<file path="src/rtl/lcb_responder.sv">
// rtl/lcb_responder.sv - multi-channel LCB request/answer engine between UART rx and tx
// Parses {addr, cmd} frames, streams a per-channel ROM answer, drives RS485 direction.
module lcb_responder #(
   parameter int         N_CH       = 4,
   parameter int         CH_W       = 2,
   parameter logic [7:0] ADDR_BASE  = 8'h10,
   parameter int         ANS_LEN    = 16,
   parameter int         IDX_W      = 4,
   parameter int         TURN_CYC   = 160,
   parameter int         GUARD_CYC  = 80,
   parameter int         RX_TIMEOUT = 800,
   parameter bit         ECHO_EN    = 1'b0
) (
   input  logic                   clk,
   input  logic                   reset,
   input  logic                   rx_valid,
   input  logic [7:0]             rx_data,
   output logic [CH_W+IDX_W-1:0]  rom_addr,
   input  logic [7:0]             rom_data,
   output logic [7:0]             tx_data,
   output logic                   tx_start,
   input  logic                   tx_busy,
   output logic                   dir_tx,
   output logic                   dir_rx,
   output logic                   req,
   output logic [CH_W-1:0]        ch_id,
   output logic                   busy,
   output logic [7:0]             err_cnt
);

   typedef enum logic [2:0] {
      S_IDLE, S_GOT_ADDR, S_TURN, S_FETCH, S_LOAD, S_SEND, S_WAIT_TX, S_GUARD
   } state_t;

   state_t                  state_q, state_d;
   logic [15:0]             cnt_q, cnt_d;
   logic [IDX_W-1:0]        idx_q, idx_d;
   logic [CH_W-1:0]         ch_q, ch_d;
   logic [7:0]              cmd_q, cmd_d;
   logic [7:0]              tx_data_q, tx_data_d;
   logic [7:0]              err_q, err_d;
   logic [CH_W+IDX_W-1:0]   rom_addr_q, rom_addr_d;
   logic                    tx_start_q, tx_start_d;
   logic                    dir_tx_q, dir_tx_d, dir_rx_q;
   logic                    req_q, req_d, busy_q;
   logic [8:0]              addr_off;
   logic                    in_window, err_inc, half_duplex;

   // Addresses below the base wrap to a large 9-bit value and fall out of the window.
   assign addr_off    = {1'b0, rx_data} - {1'b0, ADDR_BASE};
   assign in_window   = addr_off < 9'(N_CH);
   assign half_duplex = (state_q != S_IDLE) && (state_q != S_GOT_ADDR);

   always_comb begin
      state_d    = state_q;
      cnt_d      = cnt_q;
      idx_d      = idx_q;
      ch_d       = ch_q;
      cmd_d      = cmd_q;
      tx_data_d  = tx_data_q;
      rom_addr_d = rom_addr_q;
      tx_start_d = 1'b0;
      dir_tx_d   = dir_tx_q;
      req_d      = 1'b0;
      err_inc    = 1'b0;
      case (state_q)
         S_IDLE: begin
            dir_tx_d = 1'b0;
            if (rx_valid && in_window) begin
               ch_d    = addr_off[CH_W-1:0];
               cnt_d   = '0;
               state_d = S_GOT_ADDR;
            end
         end
         S_GOT_ADDR: begin
            if (rx_valid) begin
               cmd_d   = rx_data;
               req_d   = 1'b1;
               cnt_d   = '0;
               state_d = S_TURN;
            end else if (cnt_q == 16'(RX_TIMEOUT - 1)) begin
               err_inc = 1'b1;
               state_d = S_IDLE;
            end else begin
               cnt_d = cnt_q + 16'd1;
            end
         end
         // The req cycle is the first turnaround cycle; FETCH/LOAD/SEND complete the delay.
         S_TURN: begin
            dir_tx_d = 1'b1;
            if (cnt_q == 16'(TURN_CYC - 2)) begin
               idx_d      = '0;
               rom_addr_d = {ch_q, idx_d};
               state_d    = S_FETCH;
            end else begin
               cnt_d = cnt_q + 16'd1;
            end
         end
         S_FETCH: state_d = S_LOAD;
         S_LOAD: begin
            tx_data_d = (ECHO_EN && idx_q == '0) ? cmd_q : rom_data;
            state_d   = S_SEND;
         end
         S_SEND: begin
            if (!tx_busy) begin
               tx_start_d = 1'b1;
               state_d    = S_WAIT_TX;
            end
         end
         S_WAIT_TX: begin
            if (!tx_start_q && !tx_busy) begin
               if (idx_q == IDX_W'(ANS_LEN - 1)) begin
                  cnt_d   = '0;
                  state_d = S_GUARD;
               end else begin
                  idx_d      = idx_q + 1'b1;
                  rom_addr_d = {ch_q, idx_d};
                  state_d    = S_FETCH;
               end
            end
         end
         S_GUARD: begin
            if (cnt_q == 16'(GUARD_CYC - 2)) begin
               dir_tx_d = 1'b0;
               state_d  = S_IDLE;
            end else begin
               cnt_d = cnt_q + 16'd1;
            end
         end
         default: state_d = S_IDLE;
      endcase
      if (rx_valid && half_duplex) err_inc = 1'b1;
      err_d = (err_inc && err_q != 8'hFF) ? err_q + 8'd1 : err_q;
   end

   always_ff @(posedge clk or posedge reset) begin
      if (reset) begin
         state_q    <= S_IDLE;
         cnt_q      <= '0;
         idx_q      <= '0;
         ch_q       <= '0;
         cmd_q      <= '0;
         tx_data_q  <= '0;
         err_q      <= '0;
         rom_addr_q <= '0;
         tx_start_q <= 1'b0;
         dir_tx_q   <= 1'b0;
         dir_rx_q   <= 1'b1;
         req_q      <= 1'b0;
         busy_q     <= 1'b0;
      end else begin
         state_q    <= state_d;
         cnt_q      <= cnt_d;
         idx_q      <= idx_d;
         ch_q       <= ch_d;
         cmd_q      <= cmd_d;
         tx_data_q  <= tx_data_d;
         err_q      <= err_d;
         rom_addr_q <= rom_addr_d;
         tx_start_q <= tx_start_d;
         dir_tx_q   <= dir_tx_d;
         dir_rx_q   <= ~dir_tx_d;
         req_q      <= req_d;
         busy_q     <= (state_d != S_IDLE);
      end
   end

   assign rom_addr = rom_addr_q;
   assign tx_data  = tx_data_q;
   assign tx_start = tx_start_q;
   assign dir_tx   = dir_tx_q;
   assign dir_rx   = dir_rx_q;
   assign req      = req_q;
   assign ch_id    = ch_q;
   assign busy     = busy_q;
   assign err_cnt  = err_q;

endmodule

</file>
<file path="config.mk">
export PLATFORM = sky130hd
export DESIGN_NAME = lcb_responder
export DESIGN_NICKNAME = d
export VERILOG_FILES = /design/src/rtl/lcb_responder.sv
export SDC_FILE = /design/constraint.sdc
export NUM_CORES = 1
export LEC_CHECK = 0
export ABC_AREA = 1
export ABC_CLOCK_PERIOD_IN_PS = 1920
export BUFFER_PORTS_ARGS = -buffer_cell sky130_fd_sc_hd__buf_2
export CAP_MARGIN = 20
export CORE_ASPECT_RATIO = 2
export CORE_MARGIN = 1.5
export CORE_UTILIZATION = 37
export CTS_BUF_LIST = sky130_fd_sc_hd__clkbuf_4
export DETAILED_ROUTE_END_ITERATION = 16
export HOLD_SLACK_MARGIN = 0.02
export PLACE_DENSITY = 0.61
export SYNTH_ARGS = -nofsm -noshare
export SYNTH_HDL_FRONTEND = slang
export SYNTH_SLANG_ARGS = --single-unit
</file>
<file path="constraint.sdc">
create_clock -name clk -period 1.92 [get_ports clk]
set_input_delay 0.384 -clock clk [delete_from_list [all_inputs] [get_ports clk]]
set_output_delay 0.384 -clock clk [all_outputs]
set_load 0.1 [all_outputs]
</file>
# Yosys cells after proc, flatten, opt, wreduce, memory -nomap -nowiden
# Index checks and enable logic that the tools add are counted.
dict set report word_totals {
  wordCells 89
  latch_bits 0
  rom_bits 0
  regBits 52
  ram_bits 0
  n_memories 0
  inputBits 20
}
dict set report op_classes {
  reduce_logical 15
  eq_ne 21
  bitwise 1
  n_mul 0
  n_shift 0
  div_mod_pow 0
  addsub 4
  n_mux 35
  n_lt_le_gt_ge 1
}
# operator n
set ops {}
lappend ops {{16-bit two-way mux} 7}
lappend ops {{16-bit case mux with 5 select lines} 1}
lappend ops {{3-bit two-way mux} 8}
lappend ops {{3-bit case mux with 8 select lines} 1}
lappend ops {{6-bit two-way mux} 3}
lappend ops {{16-bit by 1-bit adder with 16-bit output (second input constant)} 1}
lappend ops {{16-bit by 10-bit == test with 1-bit output (second input constant)} 1}
lappend ops {{16-bit by 7-bit == test with 1-bit output (second input constant)} 1}
lappend ops {{16-bit by 8-bit == test with 1-bit output (second input constant)} 1}
lappend ops {{2-bit != test (second input constant)} 7}
lappend ops {{3-bit == test (second input constant)} 4}
lappend ops {{4-bit two-way mux} 3}
lappend ops {{6-bit case mux with 2 select lines} 1}
lappend ops {{9-bit by 3-bit less-than comparator with 1-bit output (second input constant)} 1}
lappend ops {{1-bit two-way mux} 9}
lappend ops {{8-bit by 5-bit subtractor with 9-bit output (second input constant)} 1}
lappend ops {{8-bit by 1-bit adder with 8-bit output (second input constant)} 1}
lappend ops {{8-bit != test (second input constant)} 1}
lappend ops {{4-bit case mux with 2 select lines} 1}
lappend ops {{7-bit AND reduction} 1}
lappend ops {{3-bit by 2-bit == test with 1-bit output (second input constant)} 2}
lappend ops {{3-bit nonzero test} 2}
lappend ops {{1-bit logical AND} 5}
lappend ops {{5-bit nonzero test} 1}
lappend ops {{12 further kinds} 13}

# Logic depth before layout (Yosys ltp)
dict set report depth {
  word_depth 6
  ltp_mapped 10
}

# Worst setup path after synthesis
# No wires, ideal clock.
dict set report synth_timing {
  kind {register to register}
  startpoint {register idx_q[1]}
  endpoint {register cnt_q[0]}
  path_buffers 1
  arrival_ns 2.162
  stages_incl_launch_ff 10
  path_slack_ns -0.362
  setup_time_ns 0.120
  cell_sequence {dfrtp_1 ha_1 nand2_1 nor2_1 nor2_4 nor2_2 nand2_2 buf_6 o21ai_1 nand2_1}
}
dict set report synth_between {
  elab_chain_len 3
}
# item line
set synth_lines {}
lappend synth_lines {{start, declared} 37} ;# logic [IDX_W-1:0] idx_q, idx_d;
lappend synth_lines {{start signal, assigned} 154} ;# idx_q <= idx_d;
lappend synth_lines {{4-bit == test} 112} ;# if (idx_q == IDX_W'(ANS_LEN - 1)) begin
lappend synth_lines {{2-bit != test (no source line)} --}
lappend synth_lines {{7-bit AND reduction (no source line)} --}
lappend synth_lines {{end signal, assigned} 153} ;# cnt_q <= cnt_d;
lappend synth_lines {{end, declared} 36} ;# logic [15:0] cnt_q, cnt_d;
# Every way passes these cells.
# A chain may end at the register's enable or synchronous reset.

# Worst setup path in the final report
dict set report layout_timing {
  startpoint {register cnt_q[0]}
  endpoint {register cnt_q[2]}
}
dict set report layout_between {
  elab_chain_len 4
  word_cells_on_any_way 13
  cone_classes {1 x add/sub; 6 x eq/ne; 5 x mux; 1 x reduce/logical}
}
# item line
set layout_lines {}
lappend layout_lines {{16-bit by 1-bit adder with 16-bit output} {85, 96, 127}}
lappend layout_lines {{16-bit two-way mux} 81} ;# end else if (cnt_q == 16'(RX_TIMEOUT - 1)) begin
lappend layout_lines {{16-bit two-way mux} 76} ;# if (rx_valid) begin
lappend layout_lines {{16-bit case mux with 5 select lines} 66} ;# case (state_q)
# Several ways; a longest one is shown, not always the timed one. The select of a mux whose other input is x is not followed.

==> results.ini <==
[synthesis]
synth_simple_gate_area_share_pct = 36.3
syn_area_mm2 = 0.00294
syn_avg_cell_area_um2 = 7.36
synth_compound_area_share_pct = 6.99
synth_ff_type = dfrtp_1
synth_top_family_by_area = simple AND/OR/NAND/NOR gates
yosys.area.top_type_share_pct = 40.1
yosysTopAreaCell = dfrtp_1
synth.most_common_cell = nand2_1
ys_seq_area_share_pct = 40.9
synth-warning-count = 0
synthAdderAreaFrac_pct = 2.13
synth_xor_area_share_pct = 3.88
synthMuxAreaShare_pct = 3.83
synth.area.top_cells = dfrtp_1, nand2_1, nand3_1
synth_edf_count = 0
yosys-top-cells-count = nand2_1, nor2_1, dfrtp_1
synth_seq_cells = 48
syn_inst = 399
synth.distinct_cells = 31
syn_nets = 424
synthArstFlopShare_pct = 100

[floorplan]
ios = 49
core_area_mm2 = 0.00766
rows = 45
fp.dieH_um = 129
die_w_um = 66.0
dieArea_mm2 = 0.00851
initial_core_util_pct = 38.3

[power_and_ir_drop]
power_frac_clock_pct = 20.2
pwr_density_cell_mw_per_mm2 = 653
p_sw_share_pct = 41.7
leakage_nw = 1.89
seqPwrFrac_pct = 49.0
switching_power_w = 0.000983
combPwrFrac_pct = 30.8
intPower_w = 0.00137
power.total_w = 0.00236
vdd_ir_drop_max_uv = 657

[placed_design]
dp_hpwl_mm = 6.71
placed_cells = 564
gp_congestion = 0.947
portBuffers = 48

[sta]
drv_slew = 0
period_needed_ns = 1.73
worstMarginPinSlew_ns = 0.494
relSlewSlack_pct = 67.3
fmax_ghz = 0.577
fin_worst_skew_ns = 0.0154
setup_viol = 0
period_share_pct = 90.3
finalHoldViolations = 0
rsz0062_at_grt = no
fin_tns_setup_ns = 0

[finish]
area_growth_syn_to_layout_pct = 23.0
drive_gt1_share_pct = 27.6
fill_cells = 802
fin_nets = 503
finish.utilization_pct = 47.2
instances_no_fill = 574
multi_input_area_mm2 = 0.00157
register_area_mm2 = 0.00122

[clocking]
cts_root_buffer = clkbuf_4
cts_buffer_depth = 2
numCtsBuffers = 5
insertion_delay_ns = 0.37
cts.clk_slew.worst_paths_ns = 0.14
cts_tree = done
postCtsSetupBuffers = 0
cts_sinks = 48
htree_num_levels = 2

[grt]
antenna_found_initial = 1
grt_pass1_vias = 2904
grt_overflow = 0
grt_usage_pct = 21.0
grt_first_pass_wirelength_mm = 13.5
grt_max_degree = 33

[drt]
firstDrtPassIters = 4
vias_per_cell = 5.11
via_count = 2935
wl_per_cell_um = 14.2
ant_nets = 0
dr.first_iter.drc_count = 142
drc = 0
wl_mm = 8.17

[worst_setup_path]
r2r_end = cnt_q[2]
cp_max_fo = 10
start_kind = flop
crit_path_end_kind = flop
r2r-start = cnt_q[0]
worstSetupPathType = reg -> reg
worst-r2r-cell-count = 8
rrSetupSlack_ns = 0.19
critPathArrivalTime_ns = 2.06
required_ns = 2.25

[outcome]
status = finished, final reports clean

[job]
cap_violations = 0

[hold_path]
whs_path_depth = 2
hold_end = tx_start
hp-class = in -> reg
min-delay-start = tx_busy

per-stage QoR:
| step | hold slack [ns] | instance area (µm²) | setup WS (ns) |
|---|---|---|---|
| after CTS | 0.166 | 3590 | 0.0699 |
| after floorplan | 0.457 | 2950 | 0.0138 |
| after detailed placement | 0.409 | 3530 | 0.100 |
| after global placement | 0.407 | 3530 | 0.121 |
| final | 0.195 | 3610 | 0.187 |
| after global routing | 0.176 | 3610 | 0.0248 |
metal layers:
layer | wire length (µm) | vias to the layer above | track usage, %
li1 | - | 1456 | -
met1 | 2840 | 1375 | 19.8
met2 | 4590 | 71 | 40.1
met3 | 239 | 33 | 2.62
met4 | 497 | 0 | 13.9
met5 | 0 | - | 0
worst max-delay path by stage:
stage               start     endpoint  slack, ns  cells after the start
4_1_cts         cnt_q[10]  rom_addr[5]       0.07                      9
6_report         cnt_q[0]     cnt_q[2]       0.19                      8
3_3_place_gp    cnt_q[10]  rom_addr[3]       0.12                      9
3_5_place_dp   rx_data[4]     cnt_q[4]       0.10                     11
5_1_grt          cnt_q[0]     cnt_q[5]       0.02                      8
2_1_floorplan  err_cnt[5]   err_cnt[6]       0.01                      6
cell usage in the layout (no fill, tap or decap), types with 9 or more instances in the layout:
cell type / n
nand2_1: 113
buf_2: 48
o21ai_1: 14
xor2_1: 9
o21ai_0: 14
inv_1: 25
nor2_1: 54
mux2_2: 10
dfrtp_1: 37
nand3_1: 44
buf_4: 28
nand4_1: 11
cells by family after synthesis:
logic type,Yosys count
buffers and inverters,40
XOR/XNOR,13
multiplexers,10
AND/OR/NAND/NOR,245
AO/OA/AOI/OAI,38
adder cells (fa/ha/maj),5
flip-flops,48
power groups by stage:
stage | clock, W | sequential [W] | combinational [W]
finish | 0.000475 | 0.00116 | 0.000726
global route | 0.000528 | 0.00116 | 0.000775
CTS | 0.000505 | 0.00116 | 0.000733
detailed placement | 0 | 0.00118 | 0.000729
global placement | 0 | 0.00117 | 0.000725
floorplan | 0 | 0.00159 | 0.000159
flip-flops by register name, summed over array words and instances (netlist names), 2 cells and up:
signal and flops:
rom_addr 3, state_q 3, tx_data 8, idx_q 3, ch_id 2, err_cnt 8, cnt_q 16
what timing repair did:
action,CTS,global route
gates resized for setup,0,5
hold buffers,1,0
endpoints found under the hold margin,16,0
endpoints found under the setup margin,0,17
worst max-delay path: stages, from the launching register on:
cell	delay, ns
dfrtp_2	0.48
ha_1	0.23
nand3_1	0.10
nor2_1	0.08
nand3_1	0.15
nand2_2	0.18
nor2_4	0.29
nand2_1	0.10
nand2_1	0.08
layout make-up:
| cell class | count | area share [%] |
|---|---|---|
| sequential | 48 | 33.8 |
| inverter | 32 | 3.33 |
| multi-input combinational | 311 | 43.6 |
| clock buffer | 6 | 1.25 |
| timing repair buffer | 80 | 14.4 |
| tap | 94 | 3.26 |
| clock inverter | 2 | 0.312 |
| antenna | 1 | 0.0693 |
Power figures use the tool's default switching activity.
